$ cat config.mk
export PLATFORM = sky130hd
export DESIGN_NAME = ddc_seq_ctrl
export DESIGN_NICKNAME = d
export VERILOG_FILES = /design/src/rtl/ddc_seq_ctrl.sv
export SDC_FILE = /design/constraint.sdc
export NUM_CORES = 1
export LEC_CHECK = 0
export BUFFER_PORTS_ARGS = -buffer_cell sky130_fd_sc_hd__buf_2
export CAP_MARGIN = 15
export CORE_ASPECT_RATIO = 2
export CORE_UTILIZATION = 48
export CTS_BUF_LIST = sky130_fd_sc_hd__clkbuf_4 sky130_fd_sc_hd__clkbuf_8 sky130_fd_sc_hd__clkbuf_16
export DETAILED_ROUTE_END_ITERATION = 10
export PLACE_DENSITY = 0.69
export SKIP_LAST_GASP = 1
export SYNTH_ARGS = -nofsm -noshare
export SYNTH_HDL_FRONTEND = slang
export SYNTH_SLANG_ARGS = --single-unit
$ cat constraint.sdc
create_clock -name clk -period 7.5 [get_ports clk]
set_input_delay 0.75 -clock clk [delete_from_list [all_inputs] [get_ports clk]]
set_output_delay 0.75 -clock clk [all_outputs]
set_load 0.02 [all_outputs]
$ cat src/rtl/ddc_seq_ctrl.sv
// Start-up / retune sequencer and config registers for the DDC chain.
// Holds the NCO tuning word, clears the filters, waits for settling, then gates output-valid.
//
// state  | meaning
// IDLE   | disabled; NCO and filters held in reset
// CLEAR  | filter state cleared for CLR_CYCLES clocks; NCO reset on first cycle
// SETTLE | counting output samples while the filters fill
// RUN    | output-valid gate open
module ddc_seq_ctrl #(
    parameter int W_FREQ     = 32,
    parameter int W_SETTLE   = 16,
    parameter int CLR_CYCLES = 8,
    parameter int SETTLE_RST = 64
) (
    input  logic              clk,
    input  logic              reset_b,
    input  logic              cfg_wr,
    input  logic [1:0]        cfg_addr,
    input  logic [31:0]       cfg_wdata,
    input  logic              sample_stb,
    output logic [W_FREQ-1:0] nco_phase_inc,
    output logic              nco_phase_rst,
    output logic              dsp_clr,
    output logic              out_en,
    output logic              retune_done,
    output logic [1:0]        state,
    output logic [7:0]        retune_cnt
);

    typedef enum logic [1:0] {
        S_IDLE   = 2'd0,
        S_CLEAR  = 2'd1,
        S_SETTLE = 2'd2,
        S_RUN    = 2'd3
    } state_t;

    state_t              r_state;
    state_t              w_state_nxt;
    logic [W_FREQ-1:0]   r_freq;
    logic [W_SETTLE-1:0] r_settle;
    logic [W_SETTLE-1:0] r_settle_cnt;
    logic [7:0]          r_clr_cnt;
    logic                r_enable;

    logic                w_wr_freq;
    logic                w_wr_settle;
    logic                w_wr_ctrl;
    logic                w_disable;
    logic                w_trig;
    logic                w_enter_clr;
    logic                w_enter_run;
    logic                w_clr_last;
    logic                w_settle_last;
    logic [W_FREQ-1:0]   w_freq_new;
    logic                w_unused;

    assign w_wr_freq     = cfg_wr & (cfg_addr == 2'd0);
    assign w_wr_settle   = cfg_wr & (cfg_addr == 2'd1);
    assign w_wr_ctrl     = cfg_wr & (cfg_addr == 2'd2);
    assign w_disable     = w_wr_ctrl & ~cfg_wdata[0];
    assign w_trig        = w_wr_freq | (w_wr_ctrl & cfg_wdata[1] & cfg_wdata[0]);
    assign w_freq_new    = w_wr_freq ? cfg_wdata[W_FREQ-1:0] : r_freq;
    assign w_clr_last    = (r_clr_cnt == 8'(CLR_CYCLES - 1));
    assign w_settle_last = sample_stb & (r_settle_cnt == W_SETTLE'(1));
    assign w_enter_run   = (w_state_nxt == S_RUN) & (r_state != S_RUN);
    assign w_unused      = ^cfg_wdata;
    assign state         = r_state;

    // Disable beats retune, retune beats normal progression.
    always_comb begin
        w_state_nxt = r_state;
        w_enter_clr = 1'b0;
        if (w_disable) begin
            w_state_nxt = S_IDLE;
        end else if (r_state == S_IDLE) begin
            if (w_wr_ctrl & cfg_wdata[0] & ~r_enable) begin
                w_state_nxt = S_CLEAR;
                w_enter_clr = 1'b1;
            end
        end else if (w_trig) begin
            w_state_nxt = S_CLEAR;
            w_enter_clr = 1'b1;
        end else begin
            case (r_state)
                S_CLEAR:  if (w_clr_last) w_state_nxt = (r_settle == '0) ? S_RUN : S_SETTLE;
                S_SETTLE: if (w_settle_last) w_state_nxt = S_RUN;
                default:  w_state_nxt = r_state;
            endcase
        end
    end

    always_ff @(posedge clk or negedge reset_b) begin
        if (!reset_b) begin
            r_state       <= S_IDLE;
            r_freq        <= '0;
            r_settle      <= W_SETTLE'(SETTLE_RST);
            r_enable      <= 1'b0;
            r_clr_cnt     <= '0;
            r_settle_cnt  <= '0;
            nco_phase_inc <= '0;
            nco_phase_rst <= 1'b1;
            dsp_clr       <= 1'b1;
            out_en        <= 1'b0;
            retune_done   <= 1'b0;
            retune_cnt    <= '0;
        end else begin
            r_state <= w_state_nxt;
            if (w_wr_freq)   r_freq   <= cfg_wdata[W_FREQ-1:0];
            if (w_wr_settle) r_settle <= cfg_wdata[W_SETTLE-1:0];
            if (w_wr_ctrl)   r_enable <= cfg_wdata[0];

            if (w_enter_clr) begin
                r_clr_cnt     <= '0;
                nco_phase_inc <= w_freq_new;
            end else if (r_state == S_CLEAR) begin
                r_clr_cnt <= r_clr_cnt + 8'd1;
            end

            if (r_state == S_CLEAR && w_state_nxt == S_SETTLE)
                r_settle_cnt <= r_settle;
            else if (r_state == S_SETTLE && sample_stb && r_settle_cnt != '0)
                r_settle_cnt <= r_settle_cnt - W_SETTLE'(1);

            // Outputs are registered from the next state so they align with state.
            nco_phase_rst <= (w_state_nxt == S_IDLE) | w_enter_clr;
            dsp_clr       <= (w_state_nxt == S_IDLE) | (w_state_nxt == S_CLEAR);
            out_en        <= (w_state_nxt == S_RUN);
            retune_done   <= w_enter_run;
            if (w_enter_run && retune_cnt != 8'hFF)
                retune_cnt <= retune_cnt + 8'd1;
        end
    end

endmodule

; Word-level counts from Yosys, hierarchy flattened
; Cells that the tools add are included.
; Widths: inputs -> output; s select.
[op_classes]
addsub = 3
n_eq_ne = 11
muxes = 17
bitwise_logic = 15
n_reduce_logical = 11
[ops]
columns = op, count
row1 = $mux 16, 2
row2 = $mux 32, 1
row3 = $add 8x1->8 const B, 2
row4 = $eq 16x1->1 const B, 1
row5 = $logic_not 16->1, 1
row6 = $mux 8, 2
row7 = $reduce_bool 16->1, 1
row8 = $sub 16x1->16 const B, 1
row9 = $mux 2, 6
row10 = $and 1x1->1, 10
row11 = $eq 2x2->1 const B, 4
row12 = $eq 8x3->1 const B, 1
row13 = $ne 8x8->1 const B, 1
row14 = $eq 2x1->1 const B, 3
row15 = $logic_not 2->1, 3
row16 = $mux 1, 5
row17 = $logic_and 1x1->1, 4
row18 = $pmux 2 s2, 1
row19 = $reduce_bool 2->1, 2
row20 = $or 1x1->1, 3
row21 = $ne 2x2->1 const B, 1
row22 = $not 1->1, 2
[totals]
reg_bits = 119
input_bits = 38
out_inout_bits = 46

; Logic depth before layout (Yosys ltp)
; Gate-level depths: netlist of the first run.
[logic_depth]
ltp_word = 11
depth_mapped = 12
ltp_nobuf = 9

; Least setup slack after synthesis of the first run
; OpenSTA, ideal clock, no wires.
[synth_timing]
path_type = flip-flop to flip-flop
from = register r_state[1] (netlist: state[1])
to = register r_settle_cnt[10]
setup_ns = 0.125
arrival_time_ns = 2.480
required_time_ns = 7.375
slack_ns = 4.895
path_stages_with_launch = 13
synth_period_minus_slack_ns = 2.605
cell_sequence = dfrtp_1 inv_1 ha_1 buf_2 or3b_1 o2111ai_1 o221ai_1 nand2_1 inv_1 and3_1 buf_6 buf_6 mux2_4
[synth_between]
elab_chain_cells = 8
word_cells_on_any_way = 16
classes_between = eq/ne: 3 / mux: 8 / reduce/logical: 5
[synth_rtl]
columns = element, line_no
row1 = start: declaration, 37  ; state_t r_state;
row2 = start signal: assignment, 107  ; r_state <= w_state_nxt;
row3 = $eq 2x2->1 (tied with other cells), 84  ; case (r_state)
row4 = $pmux 2 s2, 84
row5 = $mux 2, 80  ; end else if (w_trig) begin
row6 = $mux 2 *, 75  ; end else if (r_state == S_IDLE) begin
row7 = $mux 2 *, 73  ; if (w_disable) begin
row8 = named net w_state_nxt[1], 38  ; state_t w_state_nxt;
row9 = $eq 2x2->1 *, 119  ; if (r_state == S_CLEAR && w_state_nxt == S_SETTLE)
row10 = $logic_and 1x1->1 *, 119
row11 = $mux 16 or $reduce_bool 2->1 (tied branches), -
row12 = end signal: assignment, 120  ; r_settle_cnt <= r_settle;
row13 = end signal: assignment, 122  ; r_settle_cnt <= r_settle_cnt - W_SETTLE'(1);
row14 = end: declaration, 41  ; logic [W_SETTLE-1:0] r_settle_cnt;
; Mark *: on every way through the listed nets, which the timed path passes. The rest lies on a longest branch.
; A chain may end at the register's enable or synchronous reset.

; Worst setup path in the final report of the first run
[layout_timing]
from = register r_state[1] (netlist: state[1])
to = register r_settle_cnt[3]
; Same word-level chain as after synthesis.

==> results.md, run 1 <==
## Worst setup path
- depth of the worst register-to-register path: 9
- cell-by-cell listing of the critical path: inv_1, ha_1, nor4b_1, a21oi_1, o221ai_1, nand2_1, inv_1, and3_1, mux2_2
- CP arrival: 3.57 ns
- master of the slowest instance on the critical path: sky130_fd_sc_hd__and3_1
- setup slack, reg-to-reg: 4.20 ns
- startpoint of the lowest-slack register-to-register path: state[1]
- startpoint-to-endpoint class of the critical path: reg -> reg
- cell type group with the largest total delay on the critical path: simple AND/OR/NAND/NOR gates
- worst reg2reg path endpoint: r_settle_cnt[3]
- required time worst endpoint: 7.78 ns
- maximum single-stage delay on the critical path: 0.76 ns
- Setup crit end kind: flip-flop
- peak fanout along the critical path: 16
- worst path bufs/invs: 2
- Most common cell on crit path: sky130_fd_sc_hd__inv_1
- startpoint kind of the worst setup timing path: flip-flop

## STA
- fin crit period: 3.30 ns
- share of the clock period used by the worst path: 0.440
- upper clock frequency limit: 303 MHz
- Clock Skew: 0.00821 ns
- total count of hold-check failures in the final report: 0
- unrepaired setup endpoints after global routing: no
- smallest setup slack after layout: 4.20 ns
- count of pins over their slew limit: 0
- relative slew slack: 0.354
- worst-margin pin slew: 0.966 ns
- final setup violating endpoints: 0
- final setup TNS: 0 ns

## Floorplan
- starting density of the core: 0.496
- IO Count: 84
- Die Footprint: 11400 µm²
- core area: 10500 µm²
- placement row count: 53
- die height: 150 µm
- chip width: 75.8 µm

## Global route
- number of antenna violations at the first check in global routing: 1
- maximum number of pins on one net before global-route repair: 89
- total global-route track usage: 0.211
- GRT overflow: 0
- via count of the first global-routing pass: 3757
- global-route wire length before repair: 17600 µm

## Yosys
- cell area after technology mapping: 5230 µm²
- net count of the mapped netlist: 500
- Post-Synthesis Mean Instance Area: 11.6 µm²
- synth top area cells: sky130_fd_sc_hd__dfrtp_1 (55%), sky130_fd_sc_hd__mux2_2 (12%), sky130_fd_sc_hd__nand2_1 (7.8%)
- Most used DFF post-synth: sky130_fd_sc_hd__dfrtp_1
- share of flip-flops with an asynchronous set or reset: 1.00
- total number of yosys warnings: 0
- library cell occupying the most area in the post-synthesis netlist: sky130_fd_sc_hd__dfrtp_1
- Unique masters post-synth: 42
- Synth Instances: 452
- #FFs+latches synth: 119
- number of enable-type register cells in the synthesized netlist: 0
- sequential area share after synthesis: 0.570
- area share of the leading cell type in the synthesized netlist: 0.555

## Drt
- DRC violations left: 0
- starting DRC count in detailed routing: 163
- total length of routed wires: 10900 µm
- count of TritonRoute iterations in the first routing pass: 4
- Post-DRT Antenna Nets: 0
- vias per std cell: 5.15
- average wire per standard cell: 15.8 µm
- Via Count: 3571

## CTS
- number of buffers between clock root and the deepest sink: 2
- number of gates given a new drive strength after cts: 0
- total setup buffers inserted after CTS: 0
- register clock-pin slew on the reported worst setup and hold paths: 0.06 ns
- clock tree from TritonCTS: built
- number of buffers inserted for hold repair after clock tree synthesis: 0
- total CTS buffers: 17
- clock latency at the later pin of the worst-skew pair: 0.40 ns
- H-tree levels: 4
- clock root buffer master: sky130_fd_sc_hd__clkbuf_16
- number of sinks handled by clock tree synthesis: 119

## Power and ir drop
- switching fraction of total power: 0.355
- relative contribution of sequential cells to total power: 0.374
- cell-internal power: 1.66 mW
- worst supply voltage drop on vdd: 0.241 mV
- Combinational Power Share: 0.316
- net switching component of the power: 0.915 mW
- Cell Pwr Density: 402 nW/µm²
- clock network fraction of total power: 0.310
- Static Leakage: 3.16 nW

## Hold path
- Hold Path Class: in -> async

## Place
- worst setup timing slack at the placement stage: 4.23 ns
- number of placed cells counting well taps: 659
- HPWL after DPL: 7550 µm
- routability congestion estimate: 0.873
- buffers added on ports: 83

## Job
- number of max-capacitance violations reported: 0

## Cells and area
- Syn-to-layout area delta: 22.3%
- layout cell share with drive strength beyond 1: 0.350
- Filler Cells Inserted: 840
- most frequent cells in the layout: sky130_fd_sc_hd__dfrtp_1 (116), sky130_fd_sc_hd__nand2_1 (109), sky130_fd_sc_hd__buf_2 (82)
- sequential cell area in the final layout: 2980 µm²
- area of the multi-input gates: 2140 µm²
- final-stage net count: 590
- leading cell type in the layout, fill and taps excluded: sky130_fd_sc_hd__dfrtp_1
- Final Non-Filler Cells: 693

## Status
- result of the run: complete, no violations

cell usage after synthesis, types with 6 or more instances:
master and count:
sky130_fd_sc_hd__nor2_1 19, sky130_fd_sc_hd__ha_1 10, sky130_fd_sc_hd__nand2_1 109, sky130_fd_sc_hd__dfrtp_1 116, sky130_fd_sc_hd__xnor2_1 13, sky130_fd_sc_hd__inv_1 11
sky130_fd_sc_hd__and3_1 6, sky130_fd_sc_hd__xor2_1 14, sky130_fd_sc_hd__clkbuf_1 12, sky130_fd_sc_hd__nor3_1 7, sky130_fd_sc_hd__mux2_4 9, sky130_fd_sc_hd__mux2_2 57
stage by stage:
step / hold slack (ns) / power (mW) / area, µm² / utilization
2_1_floorplan: 0.454 / 1.54 / 5230 / -
3_3_place_gp: 0.454 / 1.75 / 5780 / 0.548
3_5_place_dp: 0.457 / 1.79 / 5780 / 0.548
4_1_cts: 0.277 / 2.60 / 6370 / 0.604
5_1_grt: 0.295 / 2.73 / 6400 / 0.607
6_report: 0.277 / 2.58 / 6400 / 0.607
state kept, by name, summed over array words and instances (netlist names), 2 cells and up:
| signal | flops |
|---|---|
| nco_phase_inc | 32 |
| r_clr_cnt | 8 |
| r_freq | 32 |
| r_settle | 16 |
| r_settle_cnt | 16 |
| retune_cnt | 8 |
| state | 2 |
cells by family (layout without fill, tap and decap cells):
| kind of cell | count (synthesis) | in the layout | share of synthesized area |
|---|---|---|---|
| multiplexers | 68 | 68 | 0.152 |
| XOR/XNOR | 27 | 27 | 0.0452 |
| AND/OR/NAND/NOR | 182 | 182 | 0.163 |
| adder cells (fa/ha/maj) | 10 | 10 | 0.0239 |
| AO/OA/AOI/OAI | 19 | 19 | 0.0237 |
| flip-flops | 119 | 119 | 0.570 |
| other | 0 | 1 | 0 |
| buffers and inverters | 27 | 130 | 0.0227 |
worst reg2reg max path: stages (launching register included):
cell                       delay [ns]
sky130_fd_sc_hd__dfrtp_1         0.44
sky130_fd_sc_hd__inv_1           0.13
sky130_fd_sc_hd__ha_1            0.35
sky130_fd_sc_hd__nor4b_1         0.38
sky130_fd_sc_hd__a21oi_1         0.13
sky130_fd_sc_hd__o221ai_1        0.26
sky130_fd_sc_hd__nand2_1         0.18
sky130_fd_sc_hd__inv_1           0.12
sky130_fd_sc_hd__and3_1          0.76
sky130_fd_sc_hd__mux2_2          0.42
power by group through the flow:
| stage | logic [mW] | registers, mW | clock network [mW] |
|---|---|---|---|
| 6_report | 0.813 | 0.963 | 0.799 |
| 5_1_grt | 0.897 | 0.989 | 0.845 |
| 3_3_place_gp | 0.793 | 0.959 | 0 |
| 2_1_floorplan | 0.475 | 1.06 | 0 |
| 4_1_cts | 0.822 | 0.964 | 0.815 |
| 3_5_place_dp | 0.819 | 0.970 | 0 |
layer usage:
metal | vias up | part of all wire | track usage
li1 | 1707 | - | -
met1 | 1755 | 0.41 | 0.244
met2 | 89 | 0.53 | 0.356
met3 | 20 | 0.035 | 0.0559
met4 | 0 | 0.025 | 0.0898
met5 | - | 0 | 0
worst max-delay path by stage:
stage,start,to,slack (ns),cells past startpoint
after floorplan,state[1],r_settle_cnt[10],4.89,12
after global placement,cfg_addr[1],r_settle_cnt[15],4.31,7
after detailed placement,cfg_addr[1],r_settle_cnt[0],4.23,7
after CTS,state[1],r_settle_cnt[0],4.25,9
after global routing,state[1],r_settle_cnt[3],3.89,9
final,state[1],r_settle_cnt[3],4.20,9
layout make-up:
type	count	area share
well taps	137	0.0268
repair buffers	87	0.0731
diodes	1	0.000391
multi-input cells	306	0.335
inverters	11	0.00645
clock buffers	17	0.0665
clock inverters	15	0.0264
flip-flops and latches	119	0.466
Note: power is estimated with default switching activity, not from simulation.
==> run 2, diff against run 1 <==
- ABC_AREA: not set -> 1
- clock period: 7.5 -> 3.45 ns (I/O delays scaled with it)
==> run 2 against run 1 <==
First-iteration DRC count grew 110%. Critical path type unchanged. Critical path depth grew 4. Register-to-register slack lost 3.1 ns. Largest power group unchanged. Area after synthesis grew 5.7%. Power grew 130%. Die area grew 5.6%. Global-route usage grew 1.2 points. Synthesized cell count grew 40%. Cell count grew 26%.
==> results.md, run 2 <==
## Power and ir drop
- switching fraction of total power: 0.380, +0.0245
- cell-internal power: 3.70 mW, +120%
- net switching component of the power: 2.27 mW, +150%
- relative contribution of sequential cells to total power: 0.344, -0.030
- Power Total: 5.97 mW, +130%
- Combinational Power Share: 0.340, +0.024
- worst supply voltage drop on vdd: 0.647 mV, +170%
- Cell Pwr Density: 892 nW/µm², +120%
- clock network fraction of total power: 0.315, +0.005
- Static Leakage: 3.46 nW, +9.8%

## Yosys
- total number of yosys warnings: 0, unchanged
- mux share of post-synthesis cell area: 0, -0.152
- synth top area cells: sky130_fd_sc_hd__dfrtp_1 (52%), sky130_fd_sc_hd__nand2_1 (13%), sky130_fd_sc_hd__nand3_1 (5.2%)
- compound-gate portion of the synthesized area: 0.0794, +0.0557
- top-count cell post-synth: sky130_fd_sc_hd__nand2_1
- cell area after technology mapping: 5530 µm², +5.7%
- XOR/XNOR share of the synthesized area: 0.0317, -0.0135
- fraction of the mapped netlist area in simple logic gates: 0.271, +0.108
- top cells by instance count after synthesis: sky130_fd_sc_hd__nand2_1 (191), sky130_fd_sc_hd__dfrtp_1 (116), sky130_fd_sc_hd__nand3_1 (57), sky130_fd_sc_hd__nor2_1 (52), sky130_fd_sc_hd__inv_1 (47)
- Most used DFF post-synth: sky130_fd_sc_hd__dfrtp_1
- number of enable-type register cells in the synthesized netlist: 0, unchanged
- net count of the mapped netlist: 680, +36%
- library cell occupying the most area in the post-synthesis netlist: sky130_fd_sc_hd__dfrtp_1
- share of flip-flops with an asynchronous set or reset: 1.00, unchanged
- main combinational cell family by area after synthesis: simple AND/OR/NAND/NOR gates
- adder-cell share of the synthesized area: 0.0226, -0.00130
- sequential area share after synthesis: 0.539, -0.0309
- area share of the leading cell type in the synthesized netlist: 0.525, -0.0301
- Post-Synthesis Mean Instance Area: 8.76 µm², -24%
- Unique masters post-synth: 40, -4.8%
- Synth Instances: 632, +40%
- #FFs+latches synth: 119, unchanged

## Worst setup path
- startpoint kind of the worst setup timing path: flip-flop
- Setup crit end kind: flip-flop
- peak fanout along the critical path: 33, +17
- setup slack, reg-to-reg: 1.14 ns, -3.06 ns
- CP arrival: 2.58 ns, -0.99 ns
- depth of the worst register-to-register path: 13, +4
- startpoint-to-endpoint class of the critical path: reg -> reg
- required time worst endpoint: 3.72 ns, -4.06 ns

## Global route
- number of antenna violations at the first check in global routing: 0, -1
- global-route wire length before repair: 20900 µm, +19%
- maximum number of pins on one net before global-route repair: 77, -13%
- via count of the first global-routing pass: 4495, +20%
- total global-route track usage: 0.223, +0.0120
- GRT overflow: 0, unchanged

## CTS
- total setup buffers inserted after CTS: 0, unchanged
- H-tree levels: 4, unchanged
- clock root buffer master: sky130_fd_sc_hd__clkbuf_16
- total CTS buffers: 17, unchanged
- register clock-pin slew on the reported worst setup and hold paths: 0.06 ns, about the same
- number of gates given a new drive strength after cts: 0, unchanged
- number of sinks handled by clock tree synthesis: 119, unchanged
- number of buffers between clock root and the deepest sink: 2, unchanged
- clock tree from TritonCTS: built
- number of buffers inserted for hold repair after clock tree synthesis: 0, unchanged
- clock latency at the later pin of the worst-skew pair: 0.41 ns, about the same

## Drt
- Via Count: 4430, +24%
- count of TritonRoute iterations in the first routing pass: 4, unchanged
- Post-DRT Antenna Nets: 0, unchanged
- total length of routed wires: 12200 µm, +11%
- starting DRC count in detailed routing: 336, +110%
- DRC violations left: 0, unchanged
- average wire per standard cell: 13.9 µm, -12%
- vias per std cell: 5.07, -1.6%

## STA
- total count of hold-check failures in the final report: 0, unchanged
- final hold slack: 0.0656 ns, -0.211 ns
- Clock Skew: 0.0112 ns, +0.00298 ns
- fin crit period: 2.31 ns, -0.987 ns
- worst-margin pin slew: 0.929 ns, -0.0375 ns
- count of pins over their slew limit: 0, unchanged
- smallest setup slack after layout: 1.14 ns, -3.06 ns
- unrepaired setup endpoints after global routing: no
- relative slew slack: 0.381, +0.0266
- upper clock frequency limit: 433 MHz, +43%
- final setup violating endpoints: 0, unchanged
- share of the clock period used by the worst path: 0.670, +0.230
- final setup TNS: 0 ns, unchanged

## Status
- result of the run: complete, no violations

## Floorplan
- Die Footprint: 12000 µm², +5.6%
- core area: 11300 µm², +7.0%
- chip width: 77.9 µm, +2.8%
- starting density of the core: 0.490, -0.00603
- placement row count: 55, +3.8%
- IO Count: 84, unchanged
- die height: 154 µm, +2.8%

## Cells and area
- registers with the most flip-flops: nco_phase_inc x32, r_freq x32
- leading cell type in the layout, fill and taps excluded: sky130_fd_sc_hd__nand2_1
- Syn-to-layout area delta: 20.8%
- Filler Cells Inserted: 1006, +20%
- final-stage net count: 767, +30%
- antenna fix cells: 0, -1
- share of the core filled with cells in the final layout: 0.593, -0.0144
- layout cell share with drive strength beyond 1: 0.212, -0.138
- most frequent cells in the layout: sky130_fd_sc_hd__nand2_1 (191), sky130_fd_sc_hd__dfrtp_1 (116), sky130_fd_sc_hd__buf_2 (82)

## Place
- worst setup timing slack at the placement stage: 1.09 ns, -3.15 ns
- HPWL after DPL: 8610 µm, +14%
- routability congestion estimate: 0.822, -5.9%
- buffers added on ports: 83, unchanged

## Job
- number of max-capacitance violations reported: 0, unchanged

## Hold path
- Hold Path Class: in -> async

==> run 2: changes by cell type after synthesis, moves of 32 or more <==
cell / previous run / this run
sky130_fd_sc_hd__inv_1: 11 / 47
sky130_fd_sc_hd__mux2_2: 57 / 0
sky130_fd_sc_hd__nand2_1: 109 / 191
sky130_fd_sc_hd__nand3_1: 5 / 57
sky130_fd_sc_hd__nor2_1: 19 / 52
sky130_fd_sc_hd__o21ai_0: 4 / 36
==> run 2: cell families (layout without fill, tap and decap cells) <==
logic type	after synthesis	in the layout
DFF	119	119
adders and majority gates	10	10
and+or+nand+nor	338	338
buffers and inverters	72	172
AOI/OAI and AO/OA	73	73
xor gates and xnor gates	20	20
==> run 2: critical path, stage by stage (launching register included) <==
cell and delay, ns:
sky130_fd_sc_hd__dfrtp_1 0.42, sky130_fd_sc_hd__inv_1 0.15, sky130_fd_sc_hd__ha_1 0.30, sky130_fd_sc_hd__inv_1 0.14, sky130_fd_sc_hd__nor2_1 0.13, sky130_fd_sc_hd__nand2_1 0.06, sky130_fd_sc_hd__nand3_1 0.09, sky130_fd_sc_hd__nand2_2 0.06
sky130_fd_sc_hd__nand2_4 0.09, sky130_fd_sc_hd__nand2_2 0.08, sky130_fd_sc_hd__nand2_4 0.26, sky130_fd_sc_hd__inv_2 0.20, sky130_fd_sc_hd__nand2_1 0.10, sky130_fd_sc_hd__nand3_1 0.09
==> run 2: power by group through the flow <==
| stage | Clock, mW | Sequential (mW) | Combinational, mW |
|---|---|---|---|
| floorplan | 0 | 2.28 | 1.29 |
| global placement | 0 | 2.06 | 1.99 |
| detailed placement | 0 | 2.07 | 2.04 |
| CTS | 1.90 | 2.06 | 2.06 |
| global route | 1.96 | 2.10 | 2.27 |
| finish | 1.88 | 2.05 | 2.03 |
==> run 2: final cells by class <==
class | instances | area (µm²) | area share
Timing Repair Buffer | 89 | 463 | 0.0692
Sequential cell | 119 | 2980 | 0.446
Inverter | 51 | 194 | 0.0290
Multi-Input combinational cell | 441 | 2240 | 0.335
Tap cell | 142 | 178 | 0.0266
Clock buffer | 18 | 433 | 0.0647
Clock inverter | 14 | 200 | 0.0299
==> run 2: path summary, 6_finish.rpt <==
check / startpoint / endpoint
setup / recovery: state[1] / r_settle_cnt[2]
hold / removal: reset_b / r_freq[6]
setup reg to reg: state[1] / r_settle_cnt[2]
hold reg to reg: r_freq[22] / r_freq[22]
max in group asynchronous: reset_b / nco_phase_rst
min in group clk: cfg_wdata[18] / r_freq[18]
==> run 2: routing by layer <==
| metal | vias up | track usage | routed length [µm] |
|---|---|---|---|
| met1 | 2104 | 0.254 | 4870 |
| met2 | 102 | 0.399 | 6670 |
| li1 | 2212 | - | - |
| met5 | - | 0 | 0 |
| met3 | 12 | 0.0481 | 453 |
| met4 | 0 | 0.0873 | 175 |
==> run 2: metrics by stage <==
step	cell area [µm²]	cells
6_report	6690	874
2_1_floorplan	5530	632
3_3_place_gp	6050	842
3_5_place_dp	6050	842
4_1_cts	6690	874
5_1_grt	6690	874
==> run 3, diff against run 2 <==
- ABC_AREA: 1 -> 0
- PLACE_DENSITY: 0.69 -> 0.72
- clock period: 3.45 -> 2.1 ns (I/O delays scaled with it)
==> run 3 against run 2 <==
The flow now finishes with violations (setup timing). Via count shrank 13%. Sequential power up 67%. Clock power grew 40%. Critical endpoint is now r_settle_cnt[5].
==> results.md, run 3 (synthesized netlist as in run 1, its figures left out) <==
## Status
- result of the run: complete, but fails checks
- violations in the final reports: setup timing

## Floorplan
- placement row count: 53, -3.6%
- IO Count: 84, unchanged
- die height: 150 µm, -2.7%
- starting density of the core: 0.496, +0.00603
- Die Footprint: 11400 µm², -5.3%
- chip width: 75.8 µm, -2.7%
- core area: 10500 µm², -6.6%

## Worst setup path
- peak fanout along the critical path: 8, -76%
- startpoint kind of the worst setup timing path: flip-flop
- required time worst endpoint: 2.38 ns, -1.34 ns
- master of the slowest instance on the critical path: sky130_fd_sc_hd__dfrtp_2
- cell type group with the largest total delay on the critical path: simple AND/OR/NAND/NOR gates
- maximum single-stage delay on the critical path: 0.43 ns, about the same
- CP arrival: 2.60 ns, +0.02 ns
- worst path bufs/invs: 3, unchanged
- first element of the critical path: state[1]
- startpoint-to-endpoint class of the critical path: reg -> reg
- worst reg2reg path endpoint: r_settle_cnt[5]
- cell-by-cell listing of the critical path: inv_4, ha_4, or3b_4, o2111ai_2, o221ai_2, nand2_1, inv_2, and3_4, clkbuf_16, mux2_4
- setup slack, reg-to-reg: -0.22 ns, -1.36 ns
- critical path depth in cells: 10, -3
- CP endpoint: r_settle_cnt[5]
- Setup crit end kind: flip-flop
- depth of the worst register-to-register path: 10, -3
- startpoint of the lowest-slack register-to-register path: state[1]

## Place
- DP Area: 6310 µm², +4.3%
- buffers added on ports: 83, unchanged
- HPWL after DPL: 8410 µm, -2.3%
- number of placed cells counting well taps: 712, -15%
- routability congestion estimate: 0.774, -5.9%

## STA
- total count of hold-check failures in the final report: 0, unchanged
- worst-margin pin slew: 0.456 ns, -0.473 ns
- upper clock frequency limit: 431 MHz, -0.44%
- fin crit period: 2.32 ns, +0.0101 ns
- share of the clock period used by the worst path: 1.11, +0.435
- unrepaired setup endpoints after global routing: yes
- relative slew slack: 0.696, +0.315
- smallest setup slack after layout: -0.221 ns, -1.36 ns
- Clock Skew: 0.0114 ns, +0.000225 ns
- final setup violating endpoints: 24, +24
- count of pins over their slew limit: 0, unchanged

## CTS
- register clock-pin slew on the reported worst setup and hold paths: 0.05 ns, about the same
- total CTS buffers: 17, unchanged
- H-tree levels: 4, unchanged
- number of buffers between clock root and the deepest sink: 2, unchanged
- clock latency at the later pin of the worst-skew pair: 0.40 ns, about the same
- clock root buffer master: sky130_fd_sc_hd__clkbuf_16
- number of sinks handled by clock tree synthesis: 119, unchanged
- clock tree from TritonCTS: built

## Cells and area
- sequential cell area in the final layout: 2980 µm², about the same
- final-stage net count: 651, -15%
- leading cell type in the layout, fill and taps excluded: sky130_fd_sc_hd__dfrtp_1
- Syn-to-layout area delta: 36.0%
- antenna fix cells: 0, unchanged
- registers with the most flip-flops: nco_phase_inc x32, r_freq x32
- Filler Cells Inserted: 760, -24%
- Final Non-Filler Cells: 751, -14%
- share of the core filled with cells in the final layout: 0.675, +0.0826
- layout cell share with drive strength beyond 1: 0.466, +0.254
- most frequent cells in the layout: sky130_fd_sc_hd__dfrtp_1 (114), sky130_fd_sc_hd__nand2_1 (107), sky130_fd_sc_hd__buf_2 (82)
- area of the multi-input gates: 2360 µm², +5.5%
- post-route cell area: 7120 µm², +6.5%

## Global route
- total global-route track usage: 0.234, +0.0112
- via count of the first global-routing pass: 4128, -8.2%
- number of antenna violations at the first check in global routing: 0, unchanged
- GRT overflow: 0, unchanged
- global-route wire length before repair: 19500 µm, -7.0%
- maximum number of pins on one net before global-route repair: 41, -47%

## Drt
- average wire per standard cell: 16.2 µm, +16%
- Post-DRT Antenna Nets: 0, unchanged
- vias per std cell: 5.12, +0.93%
- starting DRC count in detailed routing: 156, -54%
- Via Count: 3842, -13%
- count of TritonRoute iterations in the first routing pass: 5, +1
- total length of routed wires: 12200 µm, about the same
- DRC violations left: 0, unchanged

## Power and ir drop
- Cell Pwr Density: 1390 nW/µm², +56%
- Static Leakage: 3.53 nW, +2.0%
- worst supply voltage drop on vdd: 0.927 mV, +43%

## Job
- number of max-capacitance violations reported: 0, unchanged

## Hold path
- Hold Path Class: in -> reg

## run 3: cell types whose count changed in the layout (fill, tap and decap cells not counted), sizes merged, moves of 15 or more
| cell | before | now |
|---|---|---|
| a31oi | 17 | 2 |
| buf | 89 | 146 |
| inv | 52 | 11 |
| mux2 | 0 | 66 |
| nand2 | 199 | 109 |
| nand3 | 60 | 5 |
| nor2 | 62 | 19 |
| o21ai | 38 | 4 |
## run 3: power by group
group / switching, mW / internal (mW)
registers: 0.429 / 2.99
clock network: 0.968 / 1.67
logic: 2.10 / 1.75
## run 3: worst min-delay path by stage
| stage | depth (start not counted) | to | slack, ns | from |
|---|---|---|---|---|
| floorplan | 0 | nco_phase_inc[0] | -0.09 | reset_b |
| CTS | 2 | r_settle[15] | 0.04 | cfg_wdata[15] |
| global route | 2 | r_settle[15] | 0.04 | cfg_wdata[15] |
| global placement | 1 | out_en | 0.18 | reset_b |
| finish | 2 | r_settle[15] | 0.05 | cfg_wdata[15] |
| detailed placement | 1 | retune_done | 0.18 | reset_b |
## run 3: repair_timing
item                                    CTS  global route
resized for setup                        20            14
pin swaps                                 4            11
cloned                                    0             1
setup buffers                             1             6
endpoints found under the setup margin   24            25
endpoints found under the hold margin    26             0
hold buffers                              1             0
## run 3: final cells by class
| class | instances | area share |
|---|---|---|
| sequential | 119 | 0.419 |
| clock buffer | 21 | 0.0649 |
| timing repair buffer | 148 | 0.142 |
| tap | 137 | 0.0241 |
| multi-input combinational | 306 | 0.332 |
| inverter | 11 | 0.00650 |
| clock inverter | 9 | 0.0112 |
## run 3: metal layers
metal | vias up | track usage | share of wire
met3 | 23 | 0.0606 | 0.030
met4 | 0 | 0.0917 | 0.029
met2 | 89 | 0.409 | 0.56
met1 | 1899 | 0.262 | 0.38
met5 | - | 0 | 0
li1 | 1831 | - | -
## run 3: stage by stage
step / setup WS [ns] / hold slack [ns] / TNS (ns) / power (mW)
6_report: -0.221 / 0.0497 / -3.99 / 9.92
5_1_grt: -0.291 / 0.0386 / -5.82 / 10.5
4_1_cts: -0.238 / 0.0376 / -4.74 / 9.85
3_3_place_gp: -0.235 / 0.183 / -4.52 / 6.87
2_1_floorplan: -0.319 / -0.0856 / -4.18 / 5.61
3_5_place_dp: -0.276 / 0.183 / -5.12 / 7.03
